<file path="src/rtl/seg7_scan_driver_if.sv">
// seg7_scan_driver_if: segment bytes, brightness/enable in, display pins and scan status out
interface seg7_scan_driver_if;
  logic            en_i;
  logic [3:0]      bright_i;
  logic [5:0][7:0] seg_i;
  logic [7:0]      seg_o;
  logic [5:0]      dig_o;
  logic [2:0]      digit_idx_o;
  logic            frame_o;
  modport master (output en_i, bright_i, seg_i, input seg_o, dig_o, digit_idx_o, frame_o);
  modport slave  (input en_i, bright_i, seg_i, output seg_o, dig_o, digit_idx_o, frame_o);
endinterface

</file>
<file path="src/rtl/seg7_scan_driver.sv">
// seg7_scan_driver: 6-digit multiplexed display scanner with per-frame snapshot, blanking, PWM and enable
module seg7_scan_driver #(
  parameter int SCAN_DIV       = 50000,
  parameter int BLANK_CYC      = 16,
  parameter bit SEG_ACTIVE_LOW = 1,
  parameter bit DIG_ACTIVE_LOW = 1
) (
  input logic               clk_i,
  input logic               rst_i,
  seg7_scan_driver_if.slave bus
);
  localparam int CW = ($clog2(SCAN_DIV) > 4) ? $clog2(SCAN_DIV) : 4;
  localparam logic [7:0] SEG_OFF = SEG_ACTIVE_LOW ? 8'hFF : 8'h00;
  localparam logic [5:0] DIG_OFF = DIG_ACTIVE_LOW ? 6'h3F : 6'h00;
  logic [CW-1:0]   r_c, w_c_n;
  logic [2:0]      r_idx, w_idx_n;
  logic [5:0][7:0] r_shadow, w_shadow_n;
  logic            w_slot_end, w_wrap, w_on;
  logic [5:0]      w_onehot;
  // Outputs are registered from next-state values so they line up with the c/idx they describe
  always_comb begin
    w_slot_end = r_c == CW'(SCAN_DIV - 1);
    w_wrap     = w_slot_end && r_idx == 3'd5;
    w_c_n      = w_slot_end ? '0 : r_c + 1'b1;
    w_idx_n    = w_slot_end ? (w_wrap ? 3'd0 : r_idx + 3'd1) : r_idx;
    w_shadow_n = w_wrap ? bus.seg_i : r_shadow;
    w_on       = bus.en_i && w_c_n >= CW'(BLANK_CYC) && w_c_n[3:0] <= bus.bright_i;
    w_onehot   = 6'b1 << w_idx_n;
  end
  always_ff @(posedge clk_i or posedge rst_i) begin
    if (rst_i) begin
      r_c             <= '0;
      r_idx           <= '0;
      r_shadow        <= '0;
      bus.seg_o       <= SEG_OFF;
      bus.dig_o       <= DIG_OFF;
      bus.digit_idx_o <= '0;
      bus.frame_o     <= 1'b0;
    end else begin
      r_c             <= w_c_n;
      r_idx           <= w_idx_n;
      r_shadow        <= w_shadow_n;
      bus.seg_o       <= (bus.en_i ? w_shadow_n[w_idx_n] : 8'h00) ^ SEG_OFF;
      bus.dig_o       <= (w_on ? w_onehot : 6'h00) ^ DIG_OFF;
      bus.digit_idx_o <= w_idx_n;
      bus.frame_o     <= w_wrap;
    end
  end
endmodule

</file>
<file path="src/flat_wrapper.sv">
// flat-port wrapper written by rule: the top's interface ports become plain ports
module seg7_scan_driver_flat 
#(
  parameter int SCAN_DIV       = 50000,
  parameter int BLANK_CYC      = 16,
  parameter bit SEG_ACTIVE_LOW = 1,
  parameter bit DIG_ACTIVE_LOW = 1
)
  (clk_i, rst_i, bus_en_i, bus_bright_i, bus_seg_i, bus_seg_o, bus_dig_o, bus_digit_idx_o, bus_frame_o);
  seg7_scan_driver_if bus_i ();
  input logic clk_i;
  input logic rst_i;
  input wire logic [$bits(bus_i.en_i)-1:0] bus_en_i;
  input wire logic [$bits(bus_i.bright_i)-1:0] bus_bright_i;
  input wire logic [$bits(bus_i.seg_i)-1:0] bus_seg_i;
  output wire logic [$bits(bus_i.seg_o)-1:0] bus_seg_o;
  output wire logic [$bits(bus_i.dig_o)-1:0] bus_dig_o;
  output wire logic [$bits(bus_i.digit_idx_o)-1:0] bus_digit_idx_o;
  output wire logic [$bits(bus_i.frame_o)-1:0] bus_frame_o;
  assign bus_i.en_i = bus_en_i;
  assign bus_i.bright_i = bus_bright_i;
  assign bus_i.seg_i = bus_seg_i;
  assign bus_seg_o = bus_i.seg_o;
  assign bus_dig_o = bus_i.dig_o;
  assign bus_digit_idx_o = bus_i.digit_idx_o;
  assign bus_frame_o = bus_i.frame_o;
  seg7_scan_driver #(.SCAN_DIV(SCAN_DIV), .BLANK_CYC(BLANK_CYC), .SEG_ACTIVE_LOW(SEG_ACTIVE_LOW), .DIG_ACTIVE_LOW(DIG_ACTIVE_LOW)) u_core (.clk_i(clk_i), .rst_i(rst_i), .bus(bus_i));
endmodule
</file>
<file path="config.mk">
export PLATFORM = sky130hd
export DESIGN_NAME = seg7_scan_driver_flat
export DESIGN_NICKNAME = d
export VERILOG_FILES = /design/src/rtl/seg7_scan_driver_if.sv /design/src/rtl/seg7_scan_driver.sv /design/src/flat_wrapper.sv
export SDC_FILE = /design/constraint.sdc
export NUM_CORES = 1
export LEC_CHECK = 0
export ABC_AREA = 0
export CAP_MARGIN = 25
export CORE_ASPECT_RATIO = 1.1
export CORE_MARGIN = 3
export CORE_UTILIZATION = 58
export CTS_BUF_LIST = sky130_fd_sc_hd__clkbuf_16
export DETAILED_ROUTE_END_ITERATION = 8
export PLACE_DENSITY = 0.93
export SLEW_MARGIN = 20
export SYNTH_ARGS = -nofsm -noshare
export SYNTH_HDL_FRONTEND = slang
export SYNTH_SLANG_ARGS = --single-unit
export TNS_END_PERCENT = 20
</file>
<file path="constraint.sdc">
create_clock -name clk_i -period 7.9 [get_ports clk_i]
set_input_delay 1.58 -clock clk_i [delete_from_list [all_inputs] [get_ports clk_i]]
set_output_delay 1.58 -clock clk_i [all_outputs]
set_load 0.05 [all_outputs]
</file>
# Yosys cells after proc, flatten, opt, wreduce, memory -nomap -nowiden
# Cells that the tools add are included.
dict set report totals {
  register_bits 82
  in_bits 55
  output_inout_bits 18
  wordCells 32
}
dict set report op_classes {
  add_sub_neg 2
  order_cmp 3
  n_eq_ne 2
  shift 1
  muxes 8
  bitwise_logic 2
  n_reduce_logical 3
}
# op count
set ops {}
lappend ops {{48-bit 2-to-1 mux} 1}
lappend ops {{8-bit binary-select mux with 3-bit select} 1}
lappend ops {{16-bit by 1-bit adder with 16-bit output (second input constant)} 1}
lappend ops {{16-bit equality test (second input constant)} 1}
lappend ops {{16-bit by 5-bit greater-or-equal comparator with 1-bit output (second input constant)} 1}
lappend ops {{16-bit 2-to-1 mux} 1}
lappend ops {{8-bit 2-to-1 mux} 2}
lappend ops {{8-bit inverter} 1}
lappend ops {{3-bit 2-to-1 mux} 2}
lappend ops {{6-bit 2-to-1 mux} 1}
lappend ops {{6-bit inverter} 1}
lappend ops {{1-bit by 3-bit left shift with 6-bit output (first input constant)} 1}
lappend ops {{4-bit <= comparator} 1}
lappend ops {{3-bit by 4-bit < comparator with 1-bit output (second input constant)} 1}
lappend ops {{3-bit by 1-bit adder with 3-bit output (second input constant)} 1}
lappend ops {{3-bit equality test (second input constant)} 1}
lappend ops {{1-bit logical AND} 3}

# Depth between registers and ports, before layout
# Gate-level depths: netlist of the first run.
dict set report depth {
  depth_word 8
  mapped_depth 13
  depth_no_buf 12
}

# Least setup slack after synthesis of the first run
# Ideal clock, no wire load.
dict set report synth_path {
  path_kind {reg-to-reg}
  start {reg u_core.r_c[11]}
  end {reg u_core.bus.dig_o[0]}
  setup_time_ps 100
  arrival_time_ps 2864
  required_time_ps 7800
  setup_slack_ps 4936
  path_stages_with_launch 14
  n_path_buf 2
  synth_period_minus_slack_ps 2964
  cell_sequence {dfrtp_1 buf_6 or4_4 nor4_4 clkbuf_1 or2_2 ha_1 nor2b_1 o21ai_0 nand2b_1 a21oi_1 a41oi_1 a31oi_1 o211ai_1}
}
dict set report synth_via {
  elab_chain_len 7
  elab_cells_between_ends 13
  classes_between {add/sub (1); order compare (2); eq/ne (1); shift (1); mux (4); bitwise (1); reduce/logical (3)}
}
# element line_no
set synth_lines {}
lappend synth_lines {{from (decl)} seg7_scan_driver.sv:15} ;# logic [CW-1:0] r_c, w_c_n;
lappend synth_lines {{from (signal assigned)} seg7_scan_driver.sv:40} ;# r_c <= w_c_n;
lappend synth_lines {{16-bit by 1-bit adder with 16-bit output / 16-bit equality test (equally long branches)} {seg7_scan_driver.sv:24, seg7_scan_driver.sv:22}}
lappend synth_lines {{16-bit 2-to-1 mux / 1-bit logical AND (equally long branches)} {seg7_scan_driver.sv:24, seg7_scan_driver.sv:23}}
lappend synth_lines {{16-bit by 5-bit greater-or-equal comparator with 1-bit output / 3-bit 2-to-1 mux (equally long branches)} {seg7_scan_driver.sv:27, seg7_scan_driver.sv:25}}
lappend synth_lines {{1-bit logical AND / 3-bit 2-to-1 mux (equally long branches)} {seg7_scan_driver.sv:27, seg7_scan_driver.sv:25}}
lappend synth_lines {{1-bit logical AND / 1-bit by 3-bit left shift with 6-bit output (equally long branches)} {seg7_scan_driver.sv:27, seg7_scan_driver.sv:28}}
lappend synth_lines {{6-bit 2-to-1 mux *} seg7_scan_driver.sv:44} ;# bus.dig_o <= (w_on ? w_onehot : 6'h00) ^ DIG_OFF;
lappend synth_lines {{6-bit inverter (no source line) *} n/a}
lappend synth_lines {{to (signal assigned)} seg7_scan_driver.sv:44}
lappend synth_lines {{to (decl)} seg7_scan_driver_if.sv:11} ;# modport slave (input en_i, bright_i, seg_i, output seg_o, dig_o, digit_idx_o, frame_o);
# Mark *: on every way between the ends. The rest lies on a longest branch, timed or not.

# Final worst setup path of the first run
dict set report layout_path {
  start {reg u_core.r_c[7]}
  end {reg u_core.bus.seg_o[1]}
}
dict set report layout_via {
  elab_chain_len 8
  elab_cells_between_ends 9
  classes_between {eq/ne (1); mux (6); bitwise (1); reduce/logical (1)}
}
# element line_no
set layout_lines {}
lappend layout_lines {{16-bit equality test *} seg7_scan_driver.sv:22} ;# w_slot_end = r_c == CW'(SCAN_DIV - 1);
lappend layout_lines {{1-bit logical AND} seg7_scan_driver.sv:23} ;# w_wrap = w_slot_end && r_idx == 3'd5;
lappend layout_lines {{3-bit 2-to-1 mux (2 in series)} seg7_scan_driver.sv:25} ;# w_idx_n = w_slot_end ? (w_wrap ? 3'd0 : r_idx + 3'd1) : r_idx;
lappend layout_lines {{8-bit binary-select mux with 3-bit select *} seg7_scan_driver.sv:43} ;# bus.seg_o <= (bus.en_i ? w_shadow_n[w_idx_n] : 8'h00) ^ SEG_OFF;
lappend layout_lines {{8-bit 2-to-1 mux (implied by the code) *} seg7_scan_driver.sv:43}
lappend layout_lines {{8-bit 2-to-1 mux *} seg7_scan_driver.sv:43}
lappend layout_lines {{8-bit inverter (no source line) *} n/a}
lappend layout_lines {{to (signal assigned)} seg7_scan_driver.sv:43}
lappend layout_lines {{to (decl)} seg7_scan_driver_if.sv:11}
# Mark *: on every way between the ends. The rest lies on a longest branch, timed or not. The select of a mux whose other input is x is not followed.

==> results_dict.tcl, run 1 <==
set metrics [dict create \
    drc_errors 0 \
    rsz0062_at_grt "false" \
    gp_congestion 0.908 \
    vdd_ir_drop_max_v 0.000116 \
    cts_buffer_depth 2 \
    fin_crit_ns 3.70 \
    finalHoldViolCount 0 \
    ys_seq_elements 82 \
    cts.clk_slew.worst_paths_ns 0.06 \
    final_area_sq_mm 0.00542 \
    dpl.cell_count 629 \
    cts_tree "done" \
    ys_seq_area_frac 0.476 \
    dp_hpwl_microns 7330 \
    postRouteAntennaNets 0 \
    p_leak_nw 2.25 \
    synthToLayoutAreaGrowth_pct 24.6 \
    io_pins 73 \
    insertion_delay_ns 0.34 \
    grt_pass1_wl_microns 17800 \
    async_flop_share 1.00 \
    place_area_sq_mm 0.00508 \
    rows 32 \
    clockRootBuffer "clkbuf_16" \
    postCtsHoldBufs 0 \
    final_util 0.756 \
    worstSetupPathType "reg2reg" \
    cts_made_buffers 9 \
    cp.arrival_ns 3.94 \
    cts_setup_buffers 0 \
    slew_viol_final 0 \
    htreeDepth 3 \
    syn_area_per_cell_sq_um 8.76 \
    layout.nets 619 \
    synth_area_sq_mm 0.00435 \
    portBuffers 72 \
    max_freq_ghz 0.270 \
    drt-initial-drc-count 339 \
    status "complete, no violations" \
    layout-drive-gt1-share 0.0873 \
    power_per_cell_area_mw_per_mm2 169 \
    critPathRequiredTime_ns 8.14 \
    crit_path_start_kind "flop" \
    grt_antenna_before_repair 0 \
    layout_setup_ws_ns 4.20 \
    wirelength_microns 11000 \
    grt_pass1_vias 3774 \
    hp-class "reg2reg" \
    slew-limit-headroom 0.344 \
    tightestPinTransition_ns 0.976 \
    cap_violations 0 \
    viasPerCell 6.10 \
    path_max_fanout 19 \
    cts-resized-gates 0 \
    wl_per_cell_microns 17.0 \
    end_kind "flop" \
    yosysWarnings 0 \
    syn-num-nets 560 \
    synth-edff-count 0 \
    grt_remaining_overflow 0 \
    clock_skew_ns 0.00831 \
    num_vias 3938 \
    diodes 0 \
    initial_core_util 0.607 \
    fp.dieH_microns 96.8 \
    track_usage 0.266 \
    die_w_microns 88.6 \
    grt_max_degree 83 \
    stdcell_count 646 \
    coreArea_sq_mm 0.00717 \
    setup_violations 0 \
    tns_ns 0 \
    dp_slack_ns 4.25 \
    synth_cells 497 \
    min_period_over_period 0.469 \
    synth_cell_types 51 \
    synth-main-ff-cell "dfrtp_1" \
    dr.pass1.iters 5 \
    cts_sinks 82 \
    die_area_sq_mm 0.00858 \
]
-- final timing paths --
path                                startpoint             endpoint  slack, ns  depth (start not counted)
max in group asynchronous                rst_i  u_core.bus.seg_o[5]       5.64                          4
min in group asynchronous                rst_i        u_core.r_c[8]       1.63                          3
min reg2reg                u_core.r_shadow[47]  u_core.r_shadow[47]       0.47                          2
min                        u_core.r_shadow[47]  u_core.r_shadow[47]       0.47                          2
max reg2reg                      u_core.r_c[7]  u_core.bus.seg_o[1]       4.20                          6
max                              u_core.r_c[7]  u_core.bus.seg_o[1]       4.20                          6
-- cells in the final DEF (no fill, tap or decap), types with 12 or more instances in the layout --
| master | netlist | routed |
|---|---|---|
| nand2_1 | 159 | 159 |
| clkdlybuf4s50_1 | 0 | 72 |
| dfrtp_1 | 68 | 68 |
| nor2_1 | 29 | 29 |
| a21oi_1 | 22 | 22 |
| mux2i_1 | 16 | 16 |
| nand3_1 | 14 | 14 |
| o21ai_0 | 14 | 14 |
| dfstp_2 | 14 | 14 |
| inv_1 | 13 | 12 |
-- flip-flops by register name, summed over array words and instances (netlist names) --
register                cells
u_core.bus.dig_o            6
u_core.bus.seg_o            8
u_core.r_c                 16
u_core.r_shadow            48
u_core.bus.digit_idx_o      3
u_core.bus.frame_o          1
-- power breakdown --
group	total [mW]	switching [mW]	internal, mW	leakage [nW]
Sequential	0.425	0.000882	0.424	0.831
Clock	0.432	0.182	0.251	0.149
Combinational	0.0610	0.0285	0.0325	1.27
Total	0.919	0.211	0.708	2.25
-- cell type report --
type / count / area [sq um]
Multi-Input combinational cell: 372 / 2100
Sequential cell: 82 / 2070
Fill cell: 480 / 1750
Timing Repair Buffer: 78 / 786
Clock buffer: 9 / 225
Tap cell: 85 / 106
Clock inverter: 7 / 83.8
Inverter: 13 / 48.8
-- Yosys cell counts (2+ instances only) --
| cell type | instances | area share |
|---|---|---|
| buf_6 | 3 | 0.0078 |
| a22oi_1 | 9 | 0.016 |
| or2_2 | 2 | 0.0029 |
| xnor2_1 | 8 | 0.016 |
| nand3_1 | 14 | 0.016 |
| o21ai_1 | 4 | 0.0046 |
| nand3b_1 | 4 | 0.0069 |
| o221ai_1 | 8 | 0.016 |
| or4_1 | 2 | 0.0034 |
| o31a_1 | 8 | 0.016 |
| a21oi_1 | 22 | 0.025 |
| xor2_1 | 4 | 0.0080 |
| or3_1 | 9 | 0.013 |
| mux2i_1 | 16 | 0.037 |
| buf_2 | 2 | 0.0023 |
| nand2b_1 | 2 | 0.0029 |
| o31ai_1 | 2 | 0.0034 |
| o211ai_1 | 3 | 0.0052 |
| dfstp_2 | 14 | 0.085 |
| inv_1 | 13 | 0.011 |
| clkbuf_1 | 25 | 0.022 |
| ha_1 | 8 | 0.023 |
| nand4_1 | 2 | 0.0029 |
| and3_1 | 3 | 0.0043 |
| o21ai_0 | 14 | 0.016 |
| nor4_1 | 3 | 0.0043 |
| nand2_1 | 159 | 0.14 |
| o32ai_1 | 9 | 0.018 |
| nor2_1 | 29 | 0.025 |
| nor3_1 | 8 | 0.0092 |
| dfrtp_1 | 68 | 0.39 |
-- layer usage --
layer / vias up / share of wire / global-route usage
met2: 198 / 0.51 / 0.442
met5: - / 0 / 0
met1: 1887 / 0.39 / 0.326
met3: 30 / 0.069 / 0.0613
met4: 0 / 0.028 / 0.109
li1: 1823 / - / -
-- cell families (layout without fill, tap and decap cells) --
| kind of cell | count (synthesis) | after routing | share of synthesized area |
|---|---|---|---|
| AND/OR/NAND/NOR | 249 | 249 | 0.258 |
| multiplexers | 16 | 16 | 0.0368 |
| AO/OA/AOI/OAI | 87 | 87 | 0.139 |
| XOR/XNOR | 12 | 12 | 0.0242 |
| flip-flops | 82 | 82 | 0.476 |
| buffers and inverters | 43 | 107 | 0.0428 |
| adder cells (fa/ha/maj) | 8 | 8 | 0.0230 |
-- worst max-delay path, cell delays in order, from the launching register on --
cell and delay (ns):
dfrtp_1 0.45, or4_4 0.61, nor4_4 0.87, nand2_1 0.12
o21ai_1 0.73, nor2_1 0.39, o32ai_1 0.42
-- metrics by stage --
stage	hold WS, ns	power (mW)
floorplan	0.433	0.455
global placement	0.444	0.491
detailed placement	0.452	0.492
CTS	0.466	0.922
global route	0.494	0.945
finish	0.467	0.919
No activity file was read; power rests on OpenSTA's default activity.
==> inputs of run 2 (changes only) <==
- CORE_UTILIZATION: 58 -> 48
- PLACE_DENSITY: 0.93 -> 0.83
- clock period: 7.9 -> 3.4 ns (I/O delays scaled with it)
==> run 2 against run 1 <==
  * Clock power up 140%
  * Critical path depth is 5 higher
  * Largest cell class unchanged
  * Via count fell by 2.7%
  * Critical path type unchanged
  * Cell count up 4.6%
  * Highest routed layer unchanged
  * Largest power group unchanged
==> results_dict.tcl, run 2 (synthesis results as in run 1) <==
set metrics [dict create \
    tightestPinTransition_ns 0.733 \
    rsz0062_at_grt "false" \
    slew-limit-headroom 0.509 \
    initial_core_util 0.507 \
    drt-initial-drc-count 232 \
    htreeDepth 3 \
    place_area_sq_mm 0.00516 \
    p_switching_mw 0.458 \
    cts-resized-gates 0 \
    gp_congestion 0.880 \
    pwr-share-comb 0.064 \
    coreArea_sq_mm 0.00858 \
    final_common_cell "nand2_1" \
    dr.pass1.iters 5 \
    grt_max_degree 50 \
    max_freq_ghz 0.332 \
    p_leak_nw 2.28 \
    fin_crit_ns 3.02 \
    fillers 740 \
    setup_violations 0 \
    io_pins 73 \
    rows 35 \
    swShare 0.212 \
    clock_skew_ns 0.00981 \
    tns_ns 0 \
    grt_antenna_before_repair 0 \
    diodes 0 \
    drc_errors 0 \
    grt_remaining_overflow 0 \
    wirelength_microns 10800 \
    wl_per_cell_microns 15.9 \
    regMostFlops "u_core.r_shadow" \
    cp.arrival_ns 3.23 \
    path_cells "or4_4 > nor4_4 > or2_2 > ha_1 > nor2b_1 > o21ai_0 > nand2b_1 > a21oi_1 > a41oi_1 > a31oi_1 > o211ai_1" \
    cts_setup_buffers 0 \
    layout.nets 623 \
    min_period_over_period 0.887 \
    die_area_sq_mm 0.0102 \
    worstSetupPathType "reg2reg" \
    biggestRegsByFlops "u_core.r_shadow (48), u_core.r_c (16), u_core.bus.seg_o (8)" \
    cap_violations 0 \
    critPathRequiredTime_ns 3.61 \
    crit_path_start_kind "flop" \
    grt_pass1_vias 3669 \
    portBuffers 72 \
    slew_viol_final 0 \
    mostFrequentLayoutCells "159 x nand2_1, 72 x clkdlybuf4s50_1, 68 x dfrtp_1, 29 x nor2_1, 22 x a21oi_1" \
    cts.clk_slew.worst_paths_ns 0.06 \
    layout-drive-gt1-share 0.0903 \
    insertion_delay_ns 0.34 \
    viasPerCell 5.67 \
    cts_sinks 82 \
    endpoint "u_core.bus.dig_o[0]" \
    hp-class "reg2reg" \
    seq_power_share 0.458 \
    cts_made_buffers 9 \
    r2r_cells 11 \
    cts_tree "done" \
    num_vias 3832 \
    dp_slack_ns 0.402 \
    final_area_sq_mm 0.00548 \
    crit_slowest_cell "or4_4" \
    path_max_fanout 7 \
    postCtsHoldBufs 0 \
    max_stage_delay_ns 0.60 \
    clockRootBuffer "clkbuf_16" \
    rrSetupSlack_ns 0.38 \
    synthToLayoutAreaGrowth_pct 25.9 \
    grt_pass1_wl_microns 18100 \
    setup.worst_path.start "u_core.r_c[7]" \
    p_clk_frac 0.478 \
    multi_input_area_sq_mm 0.00210 \
    largest_reg_flops 48 \
    power_per_cell_area_mw_per_mm2 394 \
    cts_buffer_depth 2 \
    regToRegStartpoint "u_core.r_c[7]" \
    fp.dieH_microns 106 \
    postRouteAntennaNets 0 \
    finalHoldViolCount 0 \
    track_usage 0.215 \
    timing.rr.end "u_core.bus.dig_o[0]" \
    status "complete, no violations" \
    die_w_microns 96.8 \
    dp_hpwl_microns 7590 \
    register_area_sq_mm 0.00207 \
    layout_setup_ws_ns 0.384 \
    p_int_mw 1.70 \
    end_kind "flop" \
    vdd_ir_drop_max_v 0.000242 \
]
## run 2: per-stage QoR
| step | hold slack, ns | std cells | power, mW | utilization |
|---|---|---|---|---|
| 2_1_floorplan | 0.433 | 497 | 1.06 | - |
| 6_report | 0.462 | 676 | 2.16 | 0.638 |
| 5_1_grt | 0.489 | 676 | 2.22 | 0.638 |
| 3_5_place_dp | 0.451 | 660 | 1.15 | 0.601 |
| 4_1_cts | 0.464 | 676 | 2.17 | 0.638 |
| 3_3_place_gp | 0.444 | 660 | 1.14 | 0.601 |
## run 2: how the worst min path moves through the flow
stage                     cells after the start             endpoint                start
final                                         2  u_core.r_shadow[36]  u_core.r_shadow[36]
after global routing                          2  u_core.r_shadow[43]  u_core.r_shadow[43]
after CTS                                     2  u_core.r_shadow[36]  u_core.r_shadow[36]
after detailed placement                      2  u_core.r_shadow[36]  u_core.r_shadow[36]
after global placement                        2  u_core.r_shadow[45]  u_core.r_shadow[45]
after floorplan                               2  u_core.r_shadow[32]  u_core.r_shadow[32]
## run 2: area by class of cell
class / count / share of cell area
Clock buffer: 9 / 0.0411
Clock inverter: 7 / 0.0171
Inverter: 13 / 0.00890
Multi-Input combinational cell: 372 / 0.382
Sequential cell: 82 / 0.378
Tap cell: 111 / 0.0253
Timing Repair Buffer: 82 / 0.147
## run 2: power by group through the flow
stage / clock network (mW) / logic, mW / registers, mW
2_1_floorplan: 0 / 0.0298 / 1.03
3_3_place_gp: 0 / 0.138 / 1.01
3_5_place_dp: 0 / 0.140 / 1.01
4_1_cts: 1.04 / 0.141 / 0.989
5_1_grt: 1.08 / 0.149 / 0.989
6_report: 1.03 / 0.139 / 0.989
## run 2: critical path, delay by kind of cell, from the launching register on
kind                     cells  cell delay, ns
flip-flops                   1            0.45
AO/OA/AOI/OAI                5            1.07
adder cells (fa/ha/maj)      1            0.14
AND/OR/NAND/NOR              5            1.22
## run 2: metal layers
metal	wire, microns	global-route usage	up-vias
li1	-	-	1836
met3	541	0.0291	23
met1	4760	0.294	1837
met2	5210	0.347	136
met4	255	0.0832	0
met5	0	0	-
==> inputs of run 3 (changes only) <==
- PLACE_DENSITY: 0.83 -> 0.81
==> run 3 against run 2 <==
  * Cell count decreased by 0.15%
  * Via count about the same
  * First-iteration DRC count decreased by 6.0%
  * Non-clock buffer count decreased by 1
  * Clock-buffer cell count unchanged
  * Global-route usage decreased by 0.092 points
  * Clock skew decreased by 0.0011 ns
  * Core utilization increased by 0.17 points
  * Hold slack got worse by 0.00063 ns
  * Die area unchanged
  * Critical endpoint is now u_core.bus.seg_o[2]
  * Largest cell class unchanged
==> results_dict.tcl, run 3 (synthesis results as in run 1) <==
set metrics [dict create \
    rows 35 \
    cap_violations 0 \
    fp.dieH_microns 106 \
    p_switching_mw 0.466 \
    cts_made_buffers 9 \
    cts_setup_buffers 0 \
    grt_pass1_vias 3667 \
    grt_antenna_before_repair 0 \
    num_vias 3834 \
    regMostFlops "u_core.r_shadow" \
    status "complete, no violations" \
    multi_input_area_sq_mm 0.00210 \
    finalHoldViolCount 0 \
    clock_skew_ns 0.00873 \
    cp.arrival_ns 3.32 \
    seq_power_share 0.441 \
    final_util 0.640 \
    r2r_cells 7 \
    die_area_sq_mm 0.0102 \
    postRouteAntennaNets 0 \
    slew-limit-headroom 0.511 \
    max_freq_ghz 0.325 \
    htreeDepth 3 \
    power_per_cell_area_mw_per_mm2 408 \
    insertion_delay_ns 0.34 \
    final_common_cell "nand2_1" \
    drc_errors 0 \
    slew_viol_final 0 \
    p_clk_frac 0.497 \
    hold_start "u_core.r_shadow[38]" \
    grt_max_degree 55 \
    vdd_ir_drop_max_v 0.000284 \
    regToRegStartpoint "u_core.r_c[7]" \
    io_pins 73 \
    viasPerCell 5.68 \
    hp-class "reg2reg" \
    cts_buffer_depth 2 \
    crit_slowest_cell "or4_4" \
    rsz0062_at_grt "false" \
    p_leak_nw 2.28 \
    die_w_microns 96.8 \
    holdPathStages 2 \
    register_area_sq_mm 0.00207 \
    dp_hpwl_microns 7570 \
    wl_per_cell_microns 15.9 \
    gp_congestion 0.876 \
    cts.clk_slew.worst_paths_ns 0.06 \
    grt_remaining_overflow 0 \
    drt-initial-drc-count 218 \
    cts-resized-gates 0 \
    largest_reg_flops 48 \
    postCtsHoldBufs 0 \
    diodes 0 \
    wirelength_microns 10800 \
    end_kind "flop" \
    setup.worst_path.start "u_core.r_c[7]" \
    critPathRequiredTime_ns 3.64 \
    clockRootBuffer "clkbuf_16" \
    layout-drive-gt1-share 0.0887 \
    fin_crit_ns 3.08 \
    biggestRegsByFlops "u_core.r_shadow (48), u_core.r_c (16), u_core.bus.seg_o (8)" \
    synthToLayoutAreaGrowth_pct 26.3 \
    mostFrequentLayoutCells "159 x nand2_1, 72 x clkdlybuf4s50_1, 68 x dfrtp_1, 29 x nor2_1, 22 x a21oi_1" \
    crit_path_start_kind "flop" \
    cpLargestDelayFamily "simple AND/OR/NAND/NOR gates" \
    crit_buf_inv 0 \
    setup_violations 0 \
    pwr-share-comb 0.062 \
    fillers 720 \
    initial_core_util 0.507 \
    crit_cells 7 \
    cts_tree "done" \
    coreArea_sq_mm 0.00858 \
    layout.nets 622 \
    grt_pass1_wl_microns 17800 \
    track_usage 0.214 \
    path_max_fanout 17 \
    worstSetupPathType "reg2reg" \
    tns_ns 0 \
    swShare 0.208 \
    min_period_over_period 0.905 \
    dr.pass1.iters 5 \
    path_cells "or4_4 > or3_4 > or3_1 > a21oi_2 > nand3_1 > o21ai_0 > o32ai_1" \
    p_int_mw 1.78 \
    tightestPinTransition_ns 0.731 \
    portBuffers 72 \
    max_stage_delay_ns 0.61 \
    cts_sinks 82 \
]
==> run 3: changes by cell type in the layout (fill, tap and decap cells not counted), sizes merged <==
cell	delta
buf	-1
bufinv	+1
clkinvlp	-1
==> run 3: area by class of cell <==
cell class / instances / share of cell area
repair buffers: 81 / 0.146
clock buffers: 9 / 0.0410
flip-flops and latches: 82 / 0.377
clock inverters: 7 / 0.0212
well taps: 111 / 0.0253
inverters: 13 / 0.00888
multi-input cells: 372 / 0.381
==> run 3: stage by stage <==
stage	setup WS [ns]	instance area (sq um)	total power [mW]	instances	hold WS [ns]
floorplan	0.436	4350	1.06	497	0.433
global placement	0.497	5150	1.14	659	0.443
detailed placement	0.373	5150	1.15	659	0.451
CTS	0.360	5500	2.25	675	0.464
global route	0.159	5500	2.30	675	0.485
finish	0.324	5500	2.24	675	0.461
==> run 3: worst paths after layout <==
check	end	slack [ns]
worst max-delay path	u_core.bus.seg_o[2]	0.32
worst min-delay path	u_core.r_shadow[38]	0.46
worst max register to register	u_core.bus.seg_o[2]	0.32
worst min register to register	u_core.r_shadow[38]	0.46
max in group asynchronous	u_core.bus.seg_o[7]	1.92
min in group asynchronous	u_core.r_shadow[34]	0.74
==> run 3: power by group through the flow <==
stage	clock network (mW)	registers (mW)	logic, mW
3_3_place_gp	0	1.01	0.139
6_report	1.12	0.989	0.139
2_1_floorplan	0	1.03	0.0298
3_5_place_dp	0	1.01	0.140
4_1_cts	1.12	0.989	0.141
5_1_grt	1.17	0.989	0.149
==> run 3: worst register-to-register path: stages, from the launching register on <==
cell	delay, ns
dfrtp_1	0.46
or4_4	0.61
or3_4	0.40
or3_1	0.50
a21oi_2	0.57
nand3_1	0.17
o21ai_0	0.15
o32ai_1	0.13
==> run 3: layer usage <==
| metal | GRT usage | part of all wire | vias to the layer above |
|---|---|---|---|
| met2 | 0.334 | 0.48 | 142 |
| li1 | - | - | 1838 |
| met3 | 0.0470 | 0.060 | 31 |
| met4 | 0.101 | 0.031 | 0 |
| met1 | 0.284 | 0.42 | 1823 |
| met5 | 0 | 0 | - |
